`src/rtl/mem_stage_ctrl_pkg.sv`:
```
// mem_stage_ctrl_pkg
//   Shared constants for the MEM stage: FSM state encoding, memory map
//   defaults and datapath widths. Imported by the MEM-stage files.
package mem_stage_ctrl_pkg;

  localparam int DATA_W = 32;  // data word width
  localparam int REG_W  = 4;   // register index width

  localparam logic [DATA_W-1:0] DEF_BASE_ADDR = 32'd1024;
  localparam int                DEF_DEPTH     = 64;

  // MEM-stage FSM encoding (kept as plain constants for legacy tools)
  localparam logic [1:0] S_IDLE   = 2'd0;
  localparam logic [1:0] S_ACCESS = 2'd1;
  localparam logic [1:0] S_DONE   = 2'd2;

endpackage

```
`src/rtl/mem_stage_ctrl_if.sv`:
```
// mem_stage_ctrl_if
//   Data-memory req/ack bus between the MEM-stage controller and memory.
//   master (controller): drives mem_req, mem_we, mem_addr, mem_wdata;
//                        samples mem_rdata, mem_ack.
//   slave  (memory)    : the reverse.
//   mem_ack is a single-cycle strobe; mem_rdata is valid while it is high.
interface mem_stage_ctrl_if #(
  parameter int ADDR_W = 6
);
  logic                                 mem_req;
  logic                                 mem_we;
  logic [ADDR_W-1:0]                    mem_addr;
  logic [mem_stage_ctrl_pkg::DATA_W-1:0] mem_wdata;
  logic [mem_stage_ctrl_pkg::DATA_W-1:0] mem_rdata;
  logic                                 mem_ack;

  modport master (
    output mem_req, mem_we, mem_addr, mem_wdata,
    input  mem_rdata, mem_ack
  );

  modport slave (
    input  mem_req, mem_we, mem_addr, mem_wdata,
    output mem_rdata, mem_ack
  );
endinterface

```
`src/rtl/mem_stage_ctrl_addr_map.sv`:
```
// mem_addr_map
//   Combinational byte-address to word-index translation for data memory.
//   byte_addr : effective byte address from the ALU
//   idx       : word index (byte offset from BASE_ADDR, bits [1:0] dropped)
//   in_range  : BASE_ADDR <= byte_addr < BASE_ADDR + 4*DEPTH
module mem_addr_map
  import mem_stage_ctrl_pkg::*;
#(
  parameter logic [DATA_W-1:0] BASE_ADDR = DEF_BASE_ADDR,
  parameter int                DEPTH     = DEF_DEPTH,
  parameter int                ADDR_W    = 6
) (
  input  logic [DATA_W-1:0] byte_addr,
  output logic [ADDR_W-1:0] idx,
  output logic              in_range
);
  localparam logic [DATA_W-1:0] SPAN = DATA_W'(4 * DEPTH);

  logic [DATA_W-1:0] offset;

  // Addresses below BASE_ADDR wrap to huge offsets, so one unsigned
  // compare covers both ends of the window.
  assign offset   = byte_addr - BASE_ADDR;
  assign in_range = (offset < SPAN);
  assign idx      = offset[ADDR_W+1:2];
endmodule

```
`src/rtl/mem_stage_ctrl.sv`:
```
// mem_stage_ctrl
//   MEM-stage controller between the EXE/MEM and MEM/WB registers.
//   Turns LDR/STR into word accesses on a req/ack bus, freezing the
//   pipeline while an access is outstanding; other instructions pass
//   through with no stall.
//   Ports:
//     clk, rst        : clock, synchronous active-high reset
//     *_in            : EXE/MEM register outputs (WB_EN, MEM_R_EN, MEM_W_EN,
//                       ALU_Res, Val_Rm, Dest)
//     WB_EN, MEM_R_EN, ALU_Res, Mem_Data, Dest : to MEM/WB register
//     freeze          : stalls upstream registers and PC
//     err             : sticky; out-of-range, R+W both set, or bus timeout
//     bus             : data-memory req/ack bus (master side)
module mem_stage_ctrl
  import mem_stage_ctrl_pkg::*;
#(
  parameter logic [DATA_W-1:0] BASE_ADDR = DEF_BASE_ADDR,
  parameter int                DEPTH     = DEF_DEPTH,
  parameter int                ADDR_W    = 6,
  parameter int                MAX_WAIT  = 16
) (
  input  logic              clk,
  input  logic              rst,
  input  logic              WB_EN_in,
  input  logic              MEM_R_EN_in,
  input  logic              MEM_W_EN_in,
  input  logic [DATA_W-1:0] ALU_Res_in,
  input  logic [DATA_W-1:0] Val_Rm_in,
  input  logic [REG_W-1:0]  Dest_in,
  output logic              WB_EN,
  output logic              MEM_R_EN,
  output logic [DATA_W-1:0] ALU_Res,
  output logic [DATA_W-1:0] Mem_Data,
  output logic [REG_W-1:0]  Dest,
  output logic              freeze,
  output logic              err,
  mem_stage_ctrl_if.master  bus
);
  localparam int                CNT_W    = (MAX_WAIT > 1) ? $clog2(MAX_WAIT) : 1;
  localparam logic [CNT_W-1:0] WAIT_LAST = CNT_W'(MAX_WAIT - 1);

  logic [1:0]        state;
  logic [CNT_W-1:0]  wait_cnt;
  logic              req_q, we_q, err_q;
  logic [ADDR_W-1:0] addr_q;
  logic [DATA_W-1:0] wdata_q, mem_data_q;

  logic              is_mem;
  logic              in_range;
  logic [ADDR_W-1:0] idx;

  mem_addr_map #(
    .BASE_ADDR (BASE_ADDR),
    .DEPTH     (DEPTH),
    .ADDR_W    (ADDR_W)
  ) u_addr_map (
    .byte_addr (ALU_Res_in),
    .idx       (idx),
    .in_range  (in_range)
  );

  assign is_mem = MEM_R_EN_in | MEM_W_EN_in;

  // Freeze asserts in the same cycle a memory op shows up in IDLE and is
  // released in DONE, so upstream advances exactly once per instruction.
  assign freeze = ((state == S_IDLE) && is_mem) || (state == S_ACCESS);

  // Bubble into MEM/WB while frozen so WB fires only once, in DONE.
  assign WB_EN    = WB_EN_in & ~freeze;
  assign MEM_R_EN = MEM_R_EN_in;
  assign ALU_Res  = ALU_Res_in;
  assign Dest     = Dest_in;
  assign Mem_Data = mem_data_q;
  assign err      = err_q;

  assign bus.mem_req   = req_q;
  assign bus.mem_we    = we_q;
  assign bus.mem_addr  = addr_q;
  assign bus.mem_wdata = wdata_q;

  always_ff @(posedge clk) begin
    if (rst) begin
      state      <= S_IDLE;
      req_q      <= 1'b0;
      we_q       <= 1'b0;
      addr_q     <= '0;
      wdata_q    <= '0;
      mem_data_q <= '0;
      err_q      <= 1'b0;
      wait_cnt   <= '0;
    end else begin
      case (state)
        S_IDLE: begin
          if (is_mem) begin
            // R+W together is malformed; it still executes as a store.
            if (MEM_R_EN_in && MEM_W_EN_in) err_q <= 1'b1;
            if (in_range) begin
              req_q    <= 1'b1;
              we_q     <= MEM_W_EN_in;
              addr_q   <= idx;
              wdata_q  <= Val_Rm_in;
              wait_cnt <= '0;
              state    <= S_ACCESS;
            end else begin
              err_q      <= 1'b1;
              mem_data_q <= '0;
              state      <= S_DONE;
            end
          end
        end
        S_ACCESS: begin
          // An ack in the final allowed cycle still wins over the timeout.
          if (bus.mem_ack) begin
            if (!we_q) mem_data_q <= bus.mem_rdata;
            req_q    <= 1'b0;
            wait_cnt <= '0;
            state    <= S_DONE;
          end else if (wait_cnt == WAIT_LAST) begin
            req_q      <= 1'b0;
            mem_data_q <= '0;
            err_q      <= 1'b1;
            wait_cnt   <= '0;
            state      <= S_DONE;
          end else begin
            wait_cnt <= wait_cnt + 1'b1;
          end
        end
        S_DONE:  state <= S_IDLE;
        default: state <= S_IDLE;
      endcase
    end
  end
endmodule
```
`src/flat_wrapper.sv`:
```
// flat-port wrapper written by rule: the top's interface ports become plain ports
module mem_stage_ctrl_flat import mem_stage_ctrl_pkg::*;
#(
  parameter logic [DATA_W-1:0] BASE_ADDR = DEF_BASE_ADDR,
  parameter int                DEPTH     = DEF_DEPTH,
  parameter int                ADDR_W    = 6,
  parameter int                MAX_WAIT  = 16
)
  (clk, rst, WB_EN_in, MEM_R_EN_in, MEM_W_EN_in, ALU_Res_in, Val_Rm_in, Dest_in, WB_EN, MEM_R_EN, ALU_Res, Mem_Data, Dest, freeze, err, bus_mem_req, bus_mem_we, bus_mem_addr, bus_mem_wdata, bus_mem_rdata, bus_mem_ack);
  mem_stage_ctrl_if #(.ADDR_W(ADDR_W)) bus_i ();
  input  logic clk;
  input  logic rst;
  input  logic WB_EN_in;
  input  logic MEM_R_EN_in;
  input  logic MEM_W_EN_in;
  input  logic [DATA_W-1:0] ALU_Res_in;
  input  logic [DATA_W-1:0] Val_Rm_in;
  input  logic [REG_W-1:0] Dest_in;
  output logic WB_EN;
  output logic MEM_R_EN;
  output logic [DATA_W-1:0] ALU_Res;
  output logic [DATA_W-1:0] Mem_Data;
  output logic [REG_W-1:0] Dest;
  output logic freeze;
  output logic err;
  output wire logic [$bits(bus_i.mem_req)-1:0] bus_mem_req;
  output wire logic [$bits(bus_i.mem_we)-1:0] bus_mem_we;
  output wire logic [$bits(bus_i.mem_addr)-1:0] bus_mem_addr;
  output wire logic [$bits(bus_i.mem_wdata)-1:0] bus_mem_wdata;
  input wire logic [$bits(bus_i.mem_rdata)-1:0] bus_mem_rdata;
  input wire logic [$bits(bus_i.mem_ack)-1:0] bus_mem_ack;
  assign bus_mem_req = bus_i.mem_req;
  assign bus_mem_we = bus_i.mem_we;
  assign bus_mem_addr = bus_i.mem_addr;
  assign bus_mem_wdata = bus_i.mem_wdata;
  assign bus_i.mem_rdata = bus_mem_rdata;
  assign bus_i.mem_ack = bus_mem_ack;
  mem_stage_ctrl #(.BASE_ADDR(BASE_ADDR), .DEPTH(DEPTH), .ADDR_W(ADDR_W), .MAX_WAIT(MAX_WAIT)) u_core (.clk(clk), .rst(rst), .WB_EN_in(WB_EN_in), .MEM_R_EN_in(MEM_R_EN_in), .MEM_W_EN_in(MEM_W_EN_in), .ALU_Res_in(ALU_Res_in), .Val_Rm_in(Val_Rm_in), .Dest_in(Dest_in), .WB_EN(WB_EN), .MEM_R_EN(MEM_R_EN), .ALU_Res(ALU_Res), .Mem_Data(Mem_Data), .Dest(Dest), .freeze(freeze), .err(err), .bus(bus_i));
endmodule
```
`config.mk`:
```
export PLATFORM = sky130hd
export DESIGN_NAME = mem_stage_ctrl_flat
export DESIGN_NICKNAME = d
export VERILOG_FILES = /design/src/rtl/mem_stage_ctrl_pkg.sv /design/src/rtl/mem_stage_ctrl_if.sv /design/src/rtl/mem_stage_ctrl_addr_map.sv /design/src/rtl/mem_stage_ctrl.sv /design/src/flat_wrapper.sv
export SDC_FILE = /design/constraint.sdc
export NUM_CORES = 1
export LEC_CHECK = 0
export CAP_MARGIN = 20
export CORE_MARGIN = 8
export CORE_UTILIZATION = 50
export DETAILED_ROUTE_END_ITERATION = 6
export DONT_BUFFER_PORTS = 1
export GPL_TIMING_DRIVEN = 0
export SETUP_SLACK_MARGIN = 0.3
export SLEW_MARGIN = 15
export SYNTH_ARGS = -nofsm -noshare
export SYNTH_HDL_FRONTEND = slang
export SYNTH_SLANG_ARGS = --single-unit
export TNS_END_PERCENT = 100
```
`constraint.sdc`:
```
create_clock -name clk -period 3.85 [get_ports clk]
set_clock_uncertainty 0.1 [all_clocks]
set_input_delay 0.77 -clock clk [delete_from_list [all_inputs] [get_ports clk]]
set_output_delay 0.77 -clock clk [all_outputs]
set_load 0.05 [all_outputs]
```
==> impl_metrics.py <==
metrics = {
    "run_status": {
        "status": "finished, final reports clean",
    },
    "logic_synthesis": {
        "ys_ff_latch": 79,
        "syn_nets": 544,
        "synth_area_um2": 3710,
        "synth.yosys.seq_area_share": 0.426,
        "synth_edf_count": 0,
        "syn_area_per_cell_um2": 8.49,
        "yosysWarnings": 0,
        "yosys_most_used_dff": "dfxtp_1",
        "yosysUniqueCellTypes": 40,
        "postSynthCellCount": 437,
        "synth_top_area_share": 0.426,
        "synth_area_leaders": "dfxtp_1 43%, buf_4 8.3%, o21ai_2 7.1%",
        "ys_async_sr_fraction": 0,
        "yosysTopAreaCell": "dfxtp_1",
    },
    "detailed_routing": {
        "drt.antenna.violating_nets": 0,
        "drt-pass1-iter-count": 4,
        "vias": 3011,
        "drt_wl_total_um": 10400,
        "drt-initial-drc-count": 122,
        "via_per_inst": 5.45,
        "drc": 0,
        "avgRoutedWirePerCell_um": 18.9,
    },
    "flow_run": {
        "cap_violations": 0,
    },
    "clocking": {
        "clock_latency_ns": 0.34,
        "clk_pin_slew_worst_paths_ns": 0.08,
        "cts_hold_buf": 0,
        "post_cts_resized": 0,
        "cts_sinks": 79,
        "clock-root-buffer": "clkbuf_8",
        "clock_tree.buffer_depth": 2,
        "h-tree-depth": 3,
        "cts-buffers-inserted": 9,
        "cts_setup_buffers": 0,
        "tritoncts": "done",
    },
    "global_routing": {
        "grt_pass1_vias": 3033,
        "antenna_found_initial": 0,
        "grt_usage": 0.188,
        "grt_pass1_wl_um": 15600,
        "grt_max_degree": 14,
        "gr-total-overflow": 0,
    },
    "die": {
        "core_um2": 7210,
        "die_width_um": 102,
        "dieArea_um2": 10400,
        "die_y_um": 102,
        "io-pin-count": 218,
        "core.rowCount": 31,
        "start_util": 0.514,
    },
    "finish": {
        "drive_above_1_share": 0.236,
        "nNetsFinal": 555,
        "finalNonFillerCells": 552,
        "area_delta_synth_final_pct": 8.70,
        "diodes": 0,
        "postLayoutCellArea_um2": 4030,
        "mostFrequentLayoutCells": "79 x dfxtp_1, 43 x o21ai_0, 43 x a21oi_1, 42 x nand3_1, 41 x buf_4",
        "layout_commonest_cell": "dfxtp_1",
    },
    "timing": {
        "maxSlewHeadroom": 0.617,
        "finalSetupViolations": 0,
        "slew_viol_final": 0,
        "tightest_slew_ns": 0.574,
        "fin_setup_tns_ns": 0,
        "fmax_mhz": 396,
        "hold_viol_final": 0,
        "rsz0062_at_grt": "false",
        "min_period_ns": 2.52,
        "period_share": 0.656,
    },
    "critical_path": {
        "critPathRequiredTime_ns": 2.98,
        "arrival_ns": 1.65,
        "slowest_delay_ns": 0.44,
        "crit_chain": "buf_2 > nor3_1 > or2_2 > inv_1",
        "r2r_slack_ns": 1.66,
        "startpoint_type": "register",
        "critical_path_class": "register to output pin",
        "r2r_cells": 7,
        "endpoint_kind": "output pin",
        "critPathMaxFanout": 9,
        "reg2reg_from": "u_core.state[0]",
        "cp_slowest_cell": "inv_1",
        "r2r-end": "u_core.Mem_Data[20]",
    },
    "place": {
        "dp_hpwl_um": 8100,
        "placed_area_um2": 3830,
        "port_buffers": 0,
        "globalplace.congestion": 0.820,
        "dp.cells": 536,
    },
    "pwr": {
        "power_mw": 1.64,
        "leakage_nw": 1.39,
        "powerDensity_nw_per_um2": 406,
        "ir_drop_uv": 186,
    },
    "hold_path": {
        "hold_start": "u_core.wait_cnt[3]",
        "hold_path_class": "register to register",
        "hold-path-endpoint": "u_core.wait_cnt[3]",
        "holdPathStages": 1,
    },
}
==> how the worst max path moves through the flow <==
| stage | startpoint | end | slack [ns] | depth (start not counted) |
|---|---|---|---|---|
| floorplan | ALU_Res_in[31] | u_core.bus.mem_wdata[16] | 1.41 | 7 |
| global placement | ALU_Res_in[31] | u_core.bus.mem_wdata[16] | 1.19 | 7 |
| detailed placement | ALU_Res_in[31] | u_core.bus.mem_wdata[19] | 1.16 | 7 |
| CTS | u_core.state[0] | freeze | 1.30 | 4 |
| global route | u_core.state[0] | freeze | 1.24 | 4 |
| finish | u_core.state[0] | freeze | 1.33 | 4 |
==> registers in the layout (all words and copies together), names as in the netlist <==
name	count
u_core.state	2
u_core.bus.mem_req	1
u_core.err	1
u_core.bus.mem_addr	6
u_core.Mem_Data	32
u_core.bus.mem_we	1
u_core.wait_cnt	4
u_core.bus.mem_wdata	32
==> per-layer routing <==
metal  share of wire  global-route usage  routed length (um)
met5               0                   0                   0
met1            0.39               0.206                4050
met2            0.47               0.309                4920
met3            0.13               0.101                1360
met4          0.0087              0.0485                  91
==> worst max-delay path, delay by kind of cell, from the launching register on <==
family	cells	cell delay, ns
buffers and inverters	2	0.61
DFF	1	0.31
and+or+nand+nor	2	0.39
==> stage by stage <==
step	worst slack, ns	hold slack (ns)	utilization
after detailed placement	1.16	0.382	0.531
after global placement	1.19	0.377	0.531
after CTS	1.30	0.398	0.559
after floorplan	1.41	0.353	-
after global routing	1.24	0.424	0.559
final	1.33	0.407	0.559
==> final cells by class <==
cell class	instances	area, um^2
buffer	72	464
clock buffer	11	141
clock inverter	5	57.6
fill	715	3180
inverter	3	11.3
multi-input combinational	283	1650
sequential	79	1580
tap	99	124
==> power breakdown <==
part | internal (mW) | switching [mW] | leakage [nW] | total (mW)
logic | 0.0523 | 0.142 | 0.664 | 0.194
clock network | 0.316 | 0.303 | 0.0916 | 0.619
registers | 0.818 | 0.00659 | 0.637 | 0.825
==> logic make-up (layout without fill, tap and decap cells) <==
| logic type | after synthesis | after routing | synth area share |
|---|---|---|---|
| simple gates | 150 | 150 | 0.216 |
| compound gates | 132 | 132 | 0.226 |
| flops | 79 | 79 | 0.426 |
| buf+inv | 75 | 91 | 0.128 |
| fa+ha+maj | 1 | 1 | 0.00337 |
==> Yosys cell counts, types with 4 or more instances <==
cell	number
o21ai_2	30
nor3_1	4
buf_4	41
nand2b_1	33
buf_6	4
nand3_1	42
dfxtp_1	79
clkbuf_1	19
buf_2	7
nand2_1	36
nor2_1	13
o21ai_0	43
a21oi_1	43
(Power assumes the default switching activity.)
==> edit (config.mk and constraints unchanged) <==
`ADDR_W` is set to 6 in 4 places; all go to 7.
--- a/src/rtl/mem_stage_ctrl_if.sv
+++ b/src/rtl/mem_stage_ctrl_if.sv
@@ -5,7 +5,7 @@
 //   slave  (memory)    : the reverse.
 //   mem_ack is a single-cycle strobe; mem_rdata is valid while it is high.
 interface mem_stage_ctrl_if #(
-  parameter int ADDR_W = 6
+  parameter int ADDR_W = 7
 );
   logic                                 mem_req;
   logic                                 mem_we;
--- a/src/rtl/mem_stage_ctrl_addr_map.sv
+++ b/src/rtl/mem_stage_ctrl_addr_map.sv
@@ -8,7 +8,7 @@
 #(
   parameter logic [DATA_W-1:0] BASE_ADDR = DEF_BASE_ADDR,
   parameter int                DEPTH     = DEF_DEPTH,
-  parameter int                ADDR_W    = 6
+  parameter int                ADDR_W    = 7
 ) (
   input  logic [DATA_W-1:0] byte_addr,
   output logic [ADDR_W-1:0] idx,
--- a/src/rtl/mem_stage_ctrl.sv
+++ b/src/rtl/mem_stage_ctrl.sv
@@ -16,7 +16,7 @@
 #(
   parameter logic [DATA_W-1:0] BASE_ADDR = DEF_BASE_ADDR,
   parameter int                DEPTH     = DEF_DEPTH,
-  parameter int                ADDR_W    = 6,
+  parameter int                ADDR_W    = 7,
   parameter int                MAX_WAIT  = 16
 ) (
   input  logic              clk,
--- a/src/flat_wrapper.sv
+++ b/src/flat_wrapper.sv
@@ -3,7 +3,7 @@
 #(
   parameter logic [DATA_W-1:0] BASE_ADDR = DEF_BASE_ADDR,
   parameter int                DEPTH     = DEF_DEPTH,
-  parameter int                ADDR_W    = 6,
+  parameter int                ADDR_W    = 7,
   parameter int                MAX_WAIT  = 16
 )
   (clk, rst, WB_EN_in, MEM_R_EN_in, MEM_W_EN_in, ALU_Res_in, Val_Rm_in, Dest_in, WB_EN, MEM_R_EN, ALU_Res, Mem_Data, Dest, freeze, err, bus_mem_req, bus_mem_we, bus_mem_addr, bus_mem_wdata, bus_mem_rdata, bus_mem_ack);
Ports: changed (resized bus_mem_addr); port bits go from 218 to 219. The function was not compared with the original's and may differ.
==> edit against the unedited design <==
Worst setup slack got worse by 540 ps; power up 5.3%; count of clock-buffer cells in the layout is 1 lower; sequential power up 1%; sequential cell count up 1; synthesized area up 7.0%; wire length grew 5.6%; final area up 7.8%; largest cell class unchanged.
==> edit: results (changes against the unedited design) <==
metric,value,unit,change
status,completed,,unchanged
Max VDD drop,0.000173,V,was 0.000186 V
Iteration-0 DRC Markers,164,,was 122
sequential-to-total area share from yosys stat,0.404,,was 0.426
multi-input combinational area share,0.435,,was 0.410
Synth top cells by count,"nand2_1 (89), dfxtp_1 (80), a21oi_1 (70), buf_4 (38), mux2i_1 (38)",,"was dfxtp_1 (79), a21oi_1 (43), o21ai_0 (43), nand3_1 (42), buf_4 (41)"
Inverters,6,,was 3
power per cell area,397,nW/um^2,was 406 nW/um^2
Placement Setup Slack,572,ps,was 1160 ps
post-synth cell types,47,,was 40
# fillers,740,,was 715
R2R depth,5,,was 7
flop2flop setup slack,1500,ps,was 1660 ps
NonClk Buf Share,0.109,,was 0.115
Area after DPL,4110,sq um,was 3830 sq um
syn nets,561,,was 544
LEAKAGE,1.45,nW,was 1.39 nW
crit-path max FO,7,,was 9
WL per Instance,19.2,um,was 18.9 um
reg2reg end,u_core.Mem_Data[12],,was u_core.Mem_Data[20]
Worst Path Arrival,2200,ps,was 1650 ps
NumNets Final,574,,was 555
HP Start,u_core.wait_cnt[0],,was u_core.wait_cnt[3]
dpl hpwl,8630,um,was 8100 um
ratio of cells with drive above 1 in the final layout,0.166,,was 0.236
-- edit: changes by cell type after synthesis, sizes merged, moves of 4 or more --
cell / delta
or3: +6
nor3: +4
a21oi: +27
a311oi: +31
nand2b: -31
o21ai: -69
nand2: +53
nor2: -6
mux2i: +38
a2111oi: +4
nand3: -39
clkbuf: +7
buf: -7
-- edit: layer usage --
| layer | vias to the layer above | global-route usage |
|---|---|---|
| li1 | 1618 | - |
| met1 | 1525 | 0.213 |
| met2 | 160 | 0.304 |
| met3 | 8 | 0.111 |
| met4 | 0 | 0.0652 |
| met5 | - | 0 |
-- edit: logic make-up after synthesis --
kind of cell | synth area share
fa+ha+maj | 0.00315
simple gates | 0.150
compound gates | 0.227
mux | 0.0959
buf+inv | 0.120
flops | 0.404
-- edit: report_power, final --
group          leakage, nW  internal, mW  total, mW  switching [mW]
clock                0.115         0.388      0.701           0.314
combinational        0.691        0.0491      0.188           0.139
sequential           0.645         0.829      0.835         0.00656
